[src/rtl/if_stage.sv]
// Instruction fetch stage: one outstanding request, ISSUE/WAIT/FULL sequencing, redirect flush.
// Optional misaligned-redirect fault detection is compiled in with `define IF_ALIGN_CHECK_EN.
module if_stage #(
  parameter logic [31:0] RESET_PC = 32'h0000_0000
) (
  input  logic        clk,
  input  logic        rst,
  input  logic        stall,
  input  logic        redirect,
  input  logic [31:0] redirect_pc,
  output logic        imem_req,
  output logic [31:0] imem_addr,
  input  logic        imem_rvalid,
  input  logic [31:0] imem_rdata,
  output logic [31:0] PC_out,
  output logic [31:0] Instr_out,
  output logic        valid_out,
  output logic        addr_err
);

  typedef enum logic [1:0] {
    ISSUE = 2'd0,
    WAIT  = 2'd1,
    FULL  = 2'd2
  } state_t;

  state_t      state;
  logic [31:0] pc;
  logic        kill;
  logic [31:0] target;
  logic        target_bad;

`ifdef IF_ALIGN_CHECK_EN
  assign target     = redirect_pc;
  assign target_bad = |redirect_pc[1:0];
`else
  logic unused_target_lsbs;
  assign target             = {redirect_pc[31:2], 2'b00};
  assign target_bad         = 1'b0;
  assign unused_target_lsbs = ^redirect_pc[1:0];
`endif

  // The request is combinational so a redirect arriving in ISSUE suppresses it in the same cycle.
  assign imem_req  = !rst && (state == ISSUE) && !redirect && !addr_err;
  assign imem_addr = pc;

  // NOTE: all state here is updated with non-blocking assignments so every register
  // samples the pre-edge values of the others, independent of statement order.
  always_ff @(posedge clk or posedge rst) begin
    if (rst) begin
      state     <= ISSUE;
      pc        <= RESET_PC;
      kill      <= 1'b0;
      PC_out    <= 32'h0000_0000;
      Instr_out <= 32'h0000_0000;
      valid_out <= 1'b0;
      addr_err  <= 1'b0;
    end else if (redirect) begin
      pc        <= target;
      valid_out <= 1'b0;
      addr_err  <= target_bad;
      // A request still in flight must have its response swallowed when it finally arrives.
      if (state == WAIT && !imem_rvalid) begin
        kill <= 1'b1;
      end else begin
        kill  <= 1'b0;
        state <= ISSUE;
      end
    end else begin
      unique case (state)
        ISSUE: begin
          if (imem_req) state <= WAIT;
        end
        WAIT: begin
          if (imem_rvalid) begin
            if (kill) begin
              kill  <= 1'b0;
              state <= ISSUE;
            end else begin
              PC_out    <= pc;
              Instr_out <= imem_rdata;
              valid_out <= 1'b1;
              pc        <= pc + 32'd4;
              state     <= FULL;
            end
          end
        end
        FULL: begin
          if (!stall) begin
            valid_out <= 1'b0;
            state     <= ISSUE;
          end
        end
        default: state <= ISSUE;
      endcase
    end
  end

endmodule

[config.mk]
export PLATFORM = sky130hd
export DESIGN_NAME = if_stage
export DESIGN_NICKNAME = d
export VERILOG_FILES = /design/src/rtl/if_stage.sv
export SDC_FILE = /design/constraint.sdc
export NUM_CORES = 1
export LEC_CHECK = 0
export CORE_UTILIZATION = 47
export CTS_CLUSTER_DIAMETER = 80
export DETAILED_ROUTE_END_ITERATION = 6
export PLACE_DENSITY = 0.93
export SETUP_SLACK_MARGIN = 0.15
export SLEW_MARGIN = 20
export SYNTH_ARGS = -nofsm -noshare
export SYNTH_HDL_FRONTEND = slang
export SYNTH_SLANG_ARGS = --single-unit
[constraint.sdc]
create_clock -name clk -period 5.12 [get_ports clk]
set_clock_uncertainty 0.05 [all_clocks]
set_input_delay 0.512 -clock clk [delete_from_list [all_inputs] [get_ports clk]]
set_output_delay 0.512 -clock clk [all_outputs]
set_load 0.02 [all_outputs]
Word-level counts from Yosys, hierarchy flattened
Index checks and enable logic that the tools add are counted.
- flip-flop bits (word level): 100
- add/subtract/negate cells: 1
- bitwise logic cells: 2
- reductions and logical operators: 15
- multiplexer cells: 20
- equal/unequal tests: 8
- operator list (kind ; count):
    two-way mux 32 bit ; 4
    adder 32 x 3 -> 32 bit (second input constant) ; 1
    two-way mux 2 bit ; 6
    != test 3 bit (second input constant) ; 4
    AND reduction 4 bit ; 3
    two-way mux 1 bit ; 8
    case mux 2 bit (3 select lines) ; 1
    != test 2 bit (second input constant) ; 2
    nonzero test 2 bit ; 2
    logical AND 1 bit ; 3
    logical NOT 1 bit ; 3
    AND reduction 3 bit ; 1
    nonzero test 3 bit ; 1
    == test 2 x 1 -> 1 bit (second input constant) ; 1
    == test 2 bit (second input constant) ; 1
    logical NOT 2 bit ; 1
    NOT 1 bit ; 2
    case mux 1 bit (2 select lines) ; 1
    AND reduction 2 bit ; 1

Longest topological paths before layout
Gate-level depths: netlist of the first run.
- depth in word-level cells: 6
- depth in mapped cells: 7
- gate-level depth less buffers: 4

Worst setup path after synthesis of the first run
No wires, ideal clock.
- kind: register to register
- start: reg pc[16] (netlist: imem_addr[16])
- end: reg pc[31] (netlist: imem_addr[31])
- setup time: 0.082 ns
- stages on the path, launching flop included: 6
- buffers on the path: 1
- data required time: 4.988 ns
- arrival time: 1.912 ns
- setup slack: 3.076 ns
- cells stage by stage: dfrtp_1 nand3_2 or4_1 buf_2 or4_1 a31oi_1
- cells in the longest elaborated chain, start to end: 5
- RTL lines (element ; line ; RTL):
    start: declaration ; 28 ; logic [31:0] pc;
    start signal: assignment ; 59 ; pc <= target;
    start signal: assignment ; 83 ; pc <= pc + 32'd4;
    adder 32 x 3 -> 32 bit ; 83 ;
    two-way mux 32 bit ; 76 ; if (kill) begin
    two-way mux 32 bit ; 75 ; if (imem_rvalid) begin
    two-way mux 32 bit ; 70 ; unique case (state)
    two-way mux 32 bit ; 58 ; end else if (redirect) begin
Every way passes these cells. The select of a mux whose other input is x is not followed.
A chain may end at the register's enable or synchronous reset.

Worst setup path in the final report of the first run
- start: in redirect
- end: out imem_req
- cells in the longest elaborated chain, start to end: 2
- RTL lines (element ; line ; RTL):
    start: declaration ; 9 ; input logic redirect,
    logical NOT 1 bit ; 44 ; assign imem_req = !rst && (state == ISSUE) && !redirect && !addr_err;
    logical AND 1 bit ; 44 ;
    end: declaration ; 11 ; output logic imem_req,
Every way passes these cells.

==> impl_metrics.tcl, run 1 <==
set metrics [dict create \
    synthDistinctLibCells 39 \
    r2r_cells 4 \
    ir_drop_v 0.0002826 \
    start_util_pct 48.66 \
    die_w_um 97.25 \
    track_usage_pct 23.34 \
    crit_path_end_kind "output port" \
    detail-route-antenna-nets 0 \
    rsz0062_at_grt "false" \
    grt.overflow.total 0 \
    critPathLaunchType "input pin" \
    die_h_um 97.25 \
    drive_gt1_share_pct 16.57 \
    clk_pin_slew_ns 0.09 \
    route.detailed.drc 0 \
    maxSlewViolCount 0 \
    setup_viol 0 \
    synth_area_leader_cell "dfrtp_1" \
    holdPathStages 2 \
    period_share_pct 54.87 \
    ios 168 \
    grt_pass1_wl_mm 17.60 \
    hpwlAfterDp_mm 7.631 \
    htree_levels 3 \
    core_um2 8763 \
    clockBufferDepth 2 \
    synth.most_common_cell "dfrtp_1" \
    routed_wl_mm 10.65 \
    synth_common_cells "96 x dfrtp_1, 60 x mux2_2, 27 x nand2_1" \
    gp_congestion 0.8136 \
    antennaDiodeCount 0 \
    synthArstFlopShare_pct 100.0 \
    arrival_ns 2.25 \
    path_class "input pin to output port" \
    hold_class "register to register" \
    utilization_pct 70.52 \
    cellPowerDensity_nw_per_um2 469.5 \
    grt_pass1_vias 3568 \
    hold_viol 0 \
    viasPerCell 5.592 \
    nFillCells 642 \
    cts_root_buffer "clkbuf_8" \
    dr.first_iter.drc_count 141 \
    tightest_slew_ns 1.018 \
    cts_setup_buffers 0 \
    timing.slew.headroom_pct 31.96 \
    yosys_warnings 0 \
    finalSetupTns_ns 0 \
    maxCapViolCount 0 \
    multi_input_area_um2 1743 \
    synth-seq-area-share_pct 56.34 \
    finalWorstSetupSlack_ns 2.311 \
    synthFlopType "dfrtp_1" \
    cts_buffers 9 \
    synth.avg_cell_area_um2 11.78 \
    num_vias 3506 \
    synth_area_leaders "dfrtp_1 56%, mux2_2 16%, or4_1 3.2%" \
    leakagePower_nw 2.468 \
    fmax_mhz 356.0 \
    synth_edf_count 0 \
    clk-insertion-delay-late_ns 0.36 \
    hold_buffers 0 \
    port_buffers 160 \
    nets 584 \
    grt_max_degree 97 \
    regArea_um2 2402 \
    crit_path_max_fanout 33 \
    ctsResizeCount 0 \
    synth_top_cell_area_share_pct 56.34 \
    syn_inst 362 \
    cts_tree "built" \
    period_minus_slack_ns 2.809 \
    ys_ff_latch 96 \
    die_area_um2 9458 \
    wl_per_cell_um 16.98 \
    required_ns 4.56 \
    antenna_found_initial 0 \
    dr.pass1.iters 4 \
    num_rows 34 \
    syn_to_final_growth_pct 44.92 \
    status "completed" \
    dp_slack_ns 1.923 \
    synth_area_um2 4264 \
    cts_num_sinks 96 \
]
==> metrics by stage <==
| step | std cells | instance area (um2) | hold WS, ns | total power [mW] |
|---|---|---|---|---|
| global route | 627 | 6180 | 0.4746 | 3.026 |
| finish | 627 | 6180 | 0.4417 | 2.901 |
| detailed placement | 610 | 5917 | 0.4291 | 2.325 |
| floorplan | 366 | 4279 | 0.4158 | 1.704 |
| global placement | 610 | 5914 | 0.4135 | 2.275 |
| CTS | 626 | 6160 | 0.4501 | 2.924 |
==> registers in the layout (all words and copies together), names as in the netlist <==
signal and flops:
PC_out 30, state 2, kill 1, imem_addr 30
valid_out 1, Instr_out 32
==> placed cells by master (no fill, tap or decap), types with 2 or more instances in the layout <==
master             n
inv_6              3
o21ai_0           17
or4_1             18
xor2_1             7
and2_1             2
conb_1             5
mux2_2            60
a31oi_1           16
mux2i_1            2
or3_1              3
clkbuf_8           9
nand3_1           12
nor2_1            18
nand4_1           10
dfrtp_1           96
a21oi_1            2
xnor2_1            2
inv_1              4
clkdlybuf4s50_1  160
and3_1             3
or2_2              3
o31ai_1           13
and4_1             4
bufinv_16          3
o211ai_1           3
nand2_1           27
==> power by group <==
group          internal, mW  switching [mW]  leakage [nW]
clock                 0.328           0.273         0.117
sequential            0.995           0.148          1.15
combinational         0.620           0.538          1.20
==> worst max-delay path: stages <==
cell             delay (ns)
clkdlybuf4s50_1        0.43
buf_4                  0.25
nor4_1                 0.35
clkdlybuf4s50_1        0.70
==> final cells by class <==
type / count / area share [%]
sequential: 96 / 38.87
multi-input combinational: 239 / 28.20
timing repair buffer: 162 / 26.36
tap: 108 / 2.187
clock buffer: 10 / 2.065
clock inverter: 6 / 1.863
inverter: 6 / 0.4454
==> layer usage <==
metal  global-route usage, %  part of all wire, %
met2                   39.44                   50
met5                       0                    0
met4                   8.371                  2.2
met1                   28.78                   41
met3                   6.403                  6.3
==> cell families after synthesis <==
group	count (synthesis)	synth area share (%)
simple gates	108	13.85
compound gates	54	7.952
other cells	1	0.08794
flops	96	56.34
mux	62	16.31
fa+ha+maj	1	0.2934
xor+xnor	9	1.849
buf+inv	31	3.316
==> worst paths after layout <==
kind,startpoint,to,slack [ns]
max in group asynchronous,rst,imem_addr[22]$_DFFE_PP0P_,3.77
max reg2reg,state[1]$_DFFE_PP0P_,imem_addr[29]$_DFFE_PP0P_,2.48
min,PC_out[30]$_DFFE_PP0P_,PC_out[30]$_DFFE_PP0P_,0.44
min reg2reg,PC_out[30]$_DFFE_PP0P_,PC_out[30]$_DFFE_PP0P_,0.44
max,redirect,imem_req,2.31
min in group asynchronous,rst,Instr_out[5]$_DFFE_PP0P_,0.65
No activity file was read; power rests on OpenSTA's default activity.
==> inputs of run 2 (changes only) <==
--- a/config.mk
+++ b/config.mk
@@ -5,10 +5,10 @@
 export SDC_FILE = /design/constraint.sdc
 export NUM_CORES = 1
 export LEC_CHECK = 0
-export CORE_UTILIZATION = 47
+export CORE_UTILIZATION = 44
 export CTS_CLUSTER_DIAMETER = 80
 export DETAILED_ROUTE_END_ITERATION = 6
-export PLACE_DENSITY = 0.93
+export PLACE_DENSITY = 0.88
 export SETUP_SLACK_MARGIN = 0.15
 export SLEW_MARGIN = 20
 export SYNTH_ARGS = -nofsm -noshare
==> constraint.sdc (replaced) <==
create_clock -name clk -period 2.7 [get_ports clk]
set_clock_uncertainty 0.05 [all_clocks]
set_input_delay 0.27 -clock clk [delete_from_list [all_inputs] [get_ports clk]]
set_output_delay 0.27 -clock clk [all_outputs]
set_load 0.02 [all_outputs]
==> run 2 against run 1 <==
  * Die area grew 6.7%
  * Critical path depth unchanged
  * Worst hold slack got worse by 0.16 ns
  * Final cell count is 4.6% higher
  * Non-clock buffer count up 8
  * Via count fell by 0.34%
  * First-iteration DRC count shrank 12%
  * Register-to-register slack worse by 2.0 ns
  * Design area up 0.43%
  * Largest cell class unchanged
  * Global-route usage fell by 1.8 points
  * Wire length shrank 0.66%
==> impl_metrics.tcl, run 2 (same netlist as run 1, synthesis figures left out) <==
set metrics [dict create \
    hold_viol 0 \
    num_rows 35 \
    dr.first_iter.drc_count 124 \
    clockBufferDepth 2 \
    regArea_um2 2402 \
    largest_register_ffs 32 \
    period_minus_slack_ns 2.242 \
    wl_met2_mm 5.504 \
    gp_congestion 0.7949 \
    crit_path_max_fanout 10 \
    cellPowerDensity_nw_per_um2 842.6 \
    antenna_found_initial 0 \
    top_layer_used "met4" \
    grt_pass1_vias 3523 \
    dp_slack_ns 0.4005 \
    layout_commonest_cell "clkdlybuf4s50_1" \
    grt.overflow.total 0 \
    port_buffers 160 \
    finalWorstSetupSlack_ns 0.4581 \
    dr_wl_met3_um 638 \
    hpwlAfterDp_mm 7.739 \
    leakagePower_nw 2.475 \
    ios 168 \
    routed_wl_mm 10.58 \
    wl_met1_mm 4.318 \
    nets 592 \
    status "completed" \
    grt_pass1_wl_mm 16.97 \
    hold_class "input pin to async pin" \
    final_cell_mix "160 x clkdlybuf4s50_1, 96 x dfrtp_1, 60 x mux2_2, 27 x nand2_1" \
    crit_path_end_kind "register" \
    critPathLaunchType "register" \
    die_h_um 100.4 \
    core_um2 9328 \
    drive_gt1_share_pct 17.84 \
    setup_viol 0 \
    dr.pass1.iters 4 \
    required_ns 2.91 \
    r2r_cells 4 \
    die_area_um2 10090 \
    multi_input_area_um2 1743 \
    grt_max_degree 50 \
    htree_levels 3 \
    ctsResizeCount 0 \
    maxSlewViolCount 0 \
    clk_pin_slew_ns 0.10 \
    fin_hold_ws_ns 0.2769 \
    ir_drop_v 0.0004757 \
    arrival_ns 2.45 \
    track_usage_pct 21.50 \
    timing.rr.end "imem_addr[27]$_DFFE_PP0P_" \
    route.detailed.drc 0 \
    syn_to_final_growth_pct 45.54 \
    path_class "register to register" \
    cts_buffers 9 \
    period_share_pct 83.03 \
    clk-insertion-delay-late_ns 0.35 \
    hold_buffers 0 \
    cts_tree "built" \
    cts_setup_buffers 0 \
    start_util_pct 45.71 \
    rsz0062_at_grt "false" \
    nFillCells 741 \
    antennaDiodeCount 0 \
    top_register "Instr_out" \
    viasPerCell 5.326 \
    cts_num_sinks 96 \
    wl_per_cell_um 16.13 \
    cts_root_buffer "clkbuf_8" \
    fmax_mhz 446.0 \
    maxCapViolCount 0 \
    p_total_mw 5.229 \
    r2r-start "imem_addr[16]$_DFFE_PP0P_" \
    die_w_um 100.4 \
    reg2reg_slack_ns 0.46 \
    finalSetupTns_ns 0 \
    num_vias 3494 \
    detail-route-antenna-nets 0 \
]
-- run 2: changes by cell type in the layout (fill, tap and decap cells not counted), sizes merged --
cell	before	now
inv	8	5
clkbuf	10	11
bufinv	3	0
clkinv	0	4
buf	2	10
clkinvlp	1	2
-- run 2: area by class of cell --
type                            instances  area share, %
Inverter                                6         0.4234
Multi-Input combinational cell        239          28.08
Sequential cell                        96          38.71
Tap cell                              129          2.601
Clock buffer                           11          2.278
Timing Repair Buffer                  170          27.22
Clock inverter                          5         0.6855
-- run 2: critical path, cell delays in order (launching register included) --
cell and delay, ns:
dfrtp_1 0.49, nand3_2 0.15, or4_1 0.72, or4_1 0.55
a31oi_1 0.20
-- run 2: metal layers --
layer | vias up | track usage [%]
met4 | 0 | 6.355
met2 | 127 | 36.99
met3 | 12 | 5.084
met1 | 1720 | 26.98
li1 | 1635 | -
met5 | - | 0
-- run 2: worst max path at each step --
stage | startpoint | endpoint | slack, ns | cells past startpoint
after CTS | imem_addr[16]$_DFFE_PP0P_ | imem_addr[27]$_DFFE_PP0P_ | 0.47 | 4
final | imem_addr[16]$_DFFE_PP0P_ | imem_addr[27]$_DFFE_PP0P_ | 0.46 | 4
after detailed placement | imem_rvalid | imem_addr[27]$_DFFE_PP0P_ | 0.40 | 6
after global placement | imem_rvalid | imem_addr[30]$_DFFE_PP0P_ | 0.47 | 6
after floorplan | imem_addr[16]$_DFFE_PP0P_ | imem_addr[31]$_DFFE_PP0P_ | 0.66 | 5
after global routing | imem_addr[16]$_DFFE_PP0P_ | imem_addr[29]$_DFFE_PP0P_ | 0.39 | 4
-- run 2: power by group --
group          switching (mW)  leakage, nW  internal [mW]  total, mW
combinational            1.01         1.24           1.18       2.19
clock                   0.496       0.0897          0.368      0.864
sequential              0.286         1.15           1.89       2.17
-- run 2: metrics by stage --
step                utilization [%]  area [um2]  std cells
detailed placement            64.56        6022        640
global route                  66.53        6206        656
finish                        66.53        6206        656
CTS                           66.53        6206        656
floorplan                         -        4283        366
global placement              64.56        6022        640
